File: src/rtl/writeback_queue_pkg.sv
// Shared definitions for the pipelined writeback queue: writeback selects,
// load funct3 encodings and the per-entry control record.
package writeback_queue_pkg;

    localparam logic [1:0] WBSEL_ALU = 2'd0;
    localparam logic [1:0] WBSEL_MEM = 2'd1;
    localparam logic [1:0] WBSEL_PC4 = 2'd2;
    localparam logic [1:0] WBSEL_IMM = 2'd3;

    localparam logic [2:0] LD_LB  = 3'b000;
    localparam logic [2:0] LD_LH  = 3'b001;
    localparam logic [2:0] LD_LW  = 3'b010;
    localparam logic [2:0] LD_LBU = 3'b100;
    localparam logic [2:0] LD_LHU = 3'b101;

    // Width-independent entry fields. The DWIDTH/AWIDTH-wide fields (pc,
    // alu_res, imm, ldata) live in parameterised arrays beside this record.
    typedef struct packed {
        logic [1:0] wbsel;
        logic [4:0] rd;
        logic       rd_we;
        logic [2:0] funct3;
        logic       brtaken;
        logic       is_load;
    } wb_entry_t;

    function automatic logic wbsel_is_load(input logic [1:0] wbsel);
        return wbsel == WBSEL_MEM;
    endfunction

endpackage

File: src/rtl/writeback_queue_load_extract.sv
// Load byte/half/word extraction from an aligned memory word, with sign or
// zero extension selected by funct3.
module load_extract
    import writeback_queue_pkg::*;
#(
    parameter int DWIDTH = 32
) (
    input  logic [DWIDTH-1:0] word,
    input  logic [1:0]        offset,
    input  logic [2:0]        funct3,
    output logic [DWIDTH-1:0] data
);

    logic [7:0]  byte_sel;
    logic [15:0] half_sel;

    assign byte_sel = word[{offset, 3'b000} +: 8];
    // Halfword loads use only offset[1]; a misaligned low bit is ignored.
    assign half_sel = word[{offset[1], 4'b0000} +: 16];

    always_comb begin
        data = word;
        case (funct3)
            LD_LB:   data = {{(DWIDTH-8){byte_sel[7]}}, byte_sel};
            LD_LBU:  data = {{(DWIDTH-8){1'b0}}, byte_sel};
            LD_LH:   data = {{(DWIDTH-16){half_sel[15]}}, half_sel};
            LD_LHU:  data = {{(DWIDTH-16){1'b0}}, half_sel};
            default: data = word;
        endcase
    end

endmodule

File: src/rtl/writeback_queue.sv
// In-order writeback queue between MEM and the register file: holds up to
// DEPTH instructions, waits for in-order load data, retires one per cycle.
module writeback_queue
    import writeback_queue_pkg::*;
#(
    parameter  int DWIDTH = 32,
    parameter  int AWIDTH = 32,
    parameter  int DEPTH  = 4,
    localparam int PTRW   = $clog2(DEPTH)
) (
    input  logic              clk,
    input  logic              reset,
    input  logic              valid_i,
    output logic              ready_o,
    input  logic [AWIDTH-1:0] pc_i,
    input  logic [DWIDTH-1:0] alu_res_i,
    input  logic [DWIDTH-1:0] imm_i,
    input  logic [1:0]        wbsel_i,
    input  logic [4:0]        rd_i,
    input  logic              rd_we_i,
    input  logic [2:0]        funct3_i,
    input  logic              brtaken_i,
    input  logic              mem_rvalid_i,
    input  logic [DWIDTH-1:0] mem_rdata_i,
    output logic              rf_we_o,
    output logic [4:0]        rf_waddr_o,
    output logic [DWIDTH-1:0] rf_wdata_o,
    output logic              retire_o,
    output logic [AWIDTH-1:0] next_pc_o,
    input  logic [4:0]        qry_rs1_i,
    input  logic [4:0]        qry_rs2_i,
    output logic              hit_rs1_o,
    output logic              hit_rs2_o,
    output logic [PTRW:0]     count_o,
    output logic              err_o
);

    localparam logic [PTRW:0] FULL_CNT = (PTRW+1)'(DEPTH);

    logic [DEPTH-1:0]             ent_vld;
    logic [DEPTH-1:0]             ent_dvld;
    wb_entry_t [DEPTH-1:0]        ent_ctl;
    logic [DEPTH-1:0][AWIDTH-1:0] ent_pc;
    logic [DEPTH-1:0][DWIDTH-1:0] ent_alu;
    logic [DEPTH-1:0][DWIDTH-1:0] ent_imm;
    logic [DEPTH-1:0][DWIDTH-1:0] ent_ldata;

    logic [PTRW-1:0] head;
    logic [PTRW-1:0] tail;
    logic [PTRW:0]   count;
    logic            err;

    logic              tgt_found;
    logic [PTRW-1:0]   tgt_idx;
    logic              capture;
    logic [DWIDTH-1:0] ext_data;
    wb_entry_t         hd;
    logic              hd_land;
    logic              retire_now;
    logic              accept;
    logic [AWIDTH-1:0] hd_pc4;
    logic [DWIDTH-1:0] wb_data;
    logic              hit1;
    logic              hit2;

    // Responses return in issue order, so the target is the oldest load
    // still waiting. Scanning downward lets the oldest match win last.
    always_comb begin
        tgt_found = 1'b0;
        tgt_idx   = head;
        for (int k = DEPTH - 1; k >= 0; k--) begin
            if (ent_vld[head + PTRW'(k)] && ent_ctl[head + PTRW'(k)].is_load &&
                !ent_dvld[head + PTRW'(k)]) begin
                tgt_found = 1'b1;
                tgt_idx   = head + PTRW'(k);
            end
        end
    end

    assign capture = mem_rvalid_i && tgt_found;

    load_extract #(.DWIDTH(DWIDTH)) u_load_extract (
        .word   (mem_rdata_i),
        .offset (ent_alu[tgt_idx][1:0]),
        .funct3 (ent_ctl[tgt_idx].funct3),
        .data   (ext_data)
    );

    assign hd         = ent_ctl[head];
    assign hd_land    = capture && (tgt_idx == head);
    assign retire_now = ent_vld[head] && (!hd.is_load || ent_dvld[head] || hd_land);
    assign ready_o    = (count != FULL_CNT) || retire_now;
    assign accept     = valid_i && ready_o;
    assign hd_pc4     = ent_pc[head] + AWIDTH'(4);

    // A response landing on the head this cycle is bypassed straight through.
    always_comb begin
        wb_data = ent_alu[head];
        case (hd.wbsel)
            WBSEL_ALU: wb_data = ent_alu[head];
            WBSEL_MEM: wb_data = ent_dvld[head] ? ent_ldata[head] : ext_data;
            WBSEL_PC4: wb_data = DWIDTH'(hd_pc4);
            WBSEL_IMM: wb_data = ent_imm[head];
        endcase
    end

    // Entries accepted this cycle are not yet valid, so they never hit.
    always_comb begin
        hit1 = 1'b0;
        hit2 = 1'b0;
        for (int i = 0; i < DEPTH; i++) begin
            if (ent_vld[i] && ent_ctl[i].rd_we && (ent_ctl[i].rd != 5'd0)) begin
                if (ent_ctl[i].rd == qry_rs1_i) hit1 = 1'b1;
                if (ent_ctl[i].rd == qry_rs2_i) hit2 = 1'b1;
            end
        end
    end

    assign hit_rs1_o = hit1;
    assign hit_rs2_o = hit2;
    assign count_o   = count;
    assign err_o     = err;

    // Update order matters when full: retire frees the head slot and the
    // accept written afterwards reuses it, overriding any same-slot write.
    always_ff @(posedge clk or posedge reset) begin
        if (reset) begin
            ent_vld   <= '0;
            ent_dvld  <= '0;
            ent_ctl   <= '0;
            ent_pc    <= '0;
            ent_alu   <= '0;
            ent_imm   <= '0;
            ent_ldata <= '0;
            head      <= '0;
            tail      <= '0;
            count     <= '0;
            err       <= 1'b0;
        end else begin
            if (capture) begin
                ent_dvld[tgt_idx]  <= 1'b1;
                ent_ldata[tgt_idx] <= ext_data;
            end
            if (mem_rvalid_i && !tgt_found) err <= 1'b1;
            if (retire_now) begin
                ent_vld[head] <= 1'b0;
                head          <= head + PTRW'(1);
            end
            if (accept) begin
                ent_vld[tail]          <= 1'b1;
                ent_dvld[tail]         <= 1'b0;
                ent_ctl[tail].wbsel    <= wbsel_i;
                ent_ctl[tail].rd       <= rd_i;
                ent_ctl[tail].rd_we    <= rd_we_i;
                ent_ctl[tail].funct3   <= funct3_i;
                ent_ctl[tail].brtaken  <= brtaken_i;
                ent_ctl[tail].is_load  <= wbsel_is_load(wbsel_i);
                ent_pc[tail]           <= pc_i;
                ent_alu[tail]          <= alu_res_i;
                ent_imm[tail]          <= imm_i;
                tail                   <= tail + PTRW'(1);
            end
            case ({accept, retire_now})
                2'b10:   count <= count + (PTRW+1)'(1);
                2'b01:   count <= count - (PTRW+1)'(1);
                default: count <= count;
            endcase
        end
    end

    always_ff @(posedge clk or posedge reset) begin
        if (reset) begin
            rf_we_o    <= 1'b0;
            rf_waddr_o <= '0;
            rf_wdata_o <= '0;
            retire_o   <= 1'b0;
            next_pc_o  <= '0;
        end else begin
            retire_o <= retire_now;
            rf_we_o  <= retire_now && hd.rd_we && (hd.rd != 5'd0);
            if (retire_now) begin
                rf_waddr_o <= hd.rd;
                rf_wdata_o <= wb_data;
                next_pc_o  <= hd.brtaken ? AWIDTH'(ent_alu[head]) : hd_pc4;
            end
        end
    end

endmodule

File: config.mk
export PLATFORM = sky130hd
export DESIGN_NAME = writeback_queue
export DESIGN_NICKNAME = d
export VERILOG_FILES = /design/src/rtl/writeback_queue_pkg.sv /design/src/rtl/writeback_queue_load_extract.sv /design/src/rtl/writeback_queue.sv
export SDC_FILE = /design/constraint.sdc
export NUM_CORES = 2
export LEC_CHECK = 0
export CELL_PAD_IN_SITES_DETAIL_PLACEMENT = 1
export CELL_PAD_IN_SITES_GLOBAL_PLACEMENT = 1
export CORE_MARGIN = 8
export CORE_UTILIZATION = 49
export DETAILED_ROUTE_END_ITERATION = 10
export GPL_TIMING_DRIVEN = 0
export PLACE_DENSITY_LB_ADDON = 0.12
export SLEW_MARGIN = 20
export SYNTH_ARGS = -nofsm -noshare
export SYNTH_HDL_FRONTEND = slang
export SYNTH_SLANG_ARGS = --single-unit
File: constraint.sdc
create_clock -name clk -period 23.4 [get_ports clk]
set_input_delay 3.51 -clock clk [delete_from_list [all_inputs] [get_ports clk]]
set_output_delay 3.51 -clock clk [all_outputs]
set_load 0.02 [all_outputs]
==> metrics.txt <==
total of max-cap violations=0; Hold Crit Class=reg -> reg; Worst-Skew Late Latency=0.64 ns; Num Clock Sinks=around 650; DP Wirelength=approximately 85000 um; clk root buf=clkbuf_16; vias in the first global route=26100; adder-cell share of the synthesized area=0.00425; share of post-route cells with drive strength above 1=0.270; vias=23800; hold path start=next_pc_o[30]$_DFFE_PP0P_; Fmax achieved=between 100 and 150 MHz; Yosys cell types=71; Pre-antenna DRT Iters=6; relative slew slack=0.174; GRT Total Usage=0.331; DRC=0; main flop type after synthesis=dfrtp_1; post-route insts no fill=3672; clk_skew=0.0201 ns; Crit Path Max Fanout=7; CTS clk-pin slew, worst paths=about 0.060 ns; mux contribution to synthesized area=0.266; Worst setup SP type=primary input; status=finished, final reports clean; syn_nets=2622; Final min period=roughly 9.1 ns; initial DRC count=1983; DIE AREA=72100 sq um; R2R Path End=rf_wdata_o[17]$_DFFE_PP0P_; final wirelength=118000 um; cts hold-fix bufs=0; TritonCTS clock tree=yes; Post-CTS Resized=0; Initial Util=0.495; Post-Place Cells=3537; Syn Inst Count=approximately 2500; Vias/cell=6.47; Port Buffers=227; most frequent cell after synthesis=dfrtp_1; die height=268 um; CTS H-tree lvls=3; Worst setup EP type=primary output; CORE AREA=roughly 63000 sq um; main combinational cell family by area after synthesis=multiplexers; xor and xnor area share after synthesis=0.0196; ratio of final minimum period to clock period=0.390; syn avg cell area=12.7 sq um; cts bufs inserted=73; Clock Path Buffers=3; Post-Synth Simple-Gate Area=0.0671; R2R setup slack=between 15 and 20 ns; largest net degree at the start of global routing=109; R2R depth=12; top cell type's share of synthesized area=0.522; Reg2Reg Launch Point=head[1]$_DFFE_PP0P_; RSZ-0062 raised after global routing=false; initial antenna violation count=7; WS Path Type=in -> out; routed len/inst=approximately 32 um; sequential fraction of the synthesis area=0.522; first-pass GRT wire length=about 180000 um; setup violators final=0; die width=268 um; FILL cells=6349; Worst EP arrival=5.61 ns; Post-synth top cells=651 x dfrtp_1, 438 x mux2_2, 206 x nor2_1; antenna viol nets, final=0; Site Rows=92; synth top area cells=dfrtp_1 52%, mux2_2 16%, mux4_2 10%, a31oi_1 2.8%, nor2_1 2.5%; Final Hold Vio Count=0; #FFs+latches synth=651; area of the mapped netlist=31200 sq um; fin. max-slew vios=0; Synth area leader=dfrtp_1; FFs w/ async S/R, synth=1.00; hold path endpoint=next_pc_o[30]$_DFFE_PP0P_; Post-synth EDFFs=0; Synth Area in Compound Gates=0.0960; area delta synth->final=18.9%; fin nets=between 2000 and 3000; RD Place Congestion=a little over 0.9; Overflow after GRT=0; warnings from Yosys=0; hold depth=2; worst slew pin tran=1.24 ns; Crit path required time=19.89 ns; postcts setup bufs=0; I/O pins=approximately 230
[state kept, by name (all words and copies together), names as in the netlist, 2 cells and up]
name / cells
next_pc_o: 32
ent_dvld: 4
ent_alu: 128
ent_ctl: 52
ent_ldata: 128
ent_vld: 4
count_o: 3
ent_pc: 128
rf_waddr_o: 5
rf_wdata_o: 32
tail: 2
head: 2
ent_imm: 128
[placed cells by master, fill, tap and decap left out, types with 32 or more instances in the layout]
cell               n
a21oi_1           65
nand3_1           32
dfrtp_1          651
xnor2_1           39
mux4_2           140
clkbuf_16         74
nor2_1           206
mux2_2           438
clkbuf_1         148
nand2_1          132
clkdlybuf4s50_1  227
a31oi_1          141
o21ai_0           76
[through the flow]
step	TNS (ns)	instance area [sq um]	hold slack (ns)	worst slack, ns	util
2_1_floorplan	0	31200	0.473	1.65	-
3_3_place_gp	-3084.71	34600	0.457	-4.81	0.548
3_5_place_dp	0	34800	0.474	14.31	0.551
4_1_cts	0	37100	0.494	14.30	0.588
5_1_grt	0	37100	0.508	14.27	0.589
6_report	0	37100	0.487	14.28	0.589
[routing by layer]
metal,track usage,vias up,wire [um]
met3,0.0860,317,10100
met5,0,-,42
met4,0.164,6,6510
met2,0.527,1089,55500
met1,0.420,12600,46100
li1,-,9806,-
[worst max path at each step]
stage	startpoint	to	cells past startpoint
2_1_floorplan	reset	count_o[0]$_DFFE_PP0P_	1
3_3_place_gp	reset	ent_alu[114]$_DFFE_PP0P_	2
3_5_place_dp	mem_rvalid_i	ready_o	6
4_1_cts	mem_rvalid_i	ready_o	6
5_1_grt	mem_rvalid_i	ready_o	6
6_report	mem_rvalid_i	ready_o	6
[worst max-delay path, cell delays in order]
cell             delay [ns]
clkdlybuf4s50_1        0.53
inv_1                  0.07
nand2_1                0.06
nand2_1                0.43
nand3_1                0.34
clkdlybuf4s50_1        0.65
[cell type report]
class	instances	area [sq um]	area share
clock buffer	94	2050	0.0551
timing repair buffer	233	2440	0.0657
multi-input combinational	1605	14200	0.381
tap	846	1060	0.0285
antenna	1	2.50	0.0000674
inverter	18	75.1	0.00202
clock inverter	40	319	0.00859
buffer	184	744	0.0201
sequential	651	16300	0.439
[kinds of logic (layout without fill, tap and decap cells)]
kind of cell    Yosys count  after routing
other cells               0              1
simple gates            476            476
flops                   651            651
fa+ha+maj                10             10
mux                     599            599
xor+xnor                 70             70
compound gates          450            450
buf+inv                 202            569
Power is not shown: default switching activity piles up to over one toggle a cycle in this logic, so the estimate is an artifact.
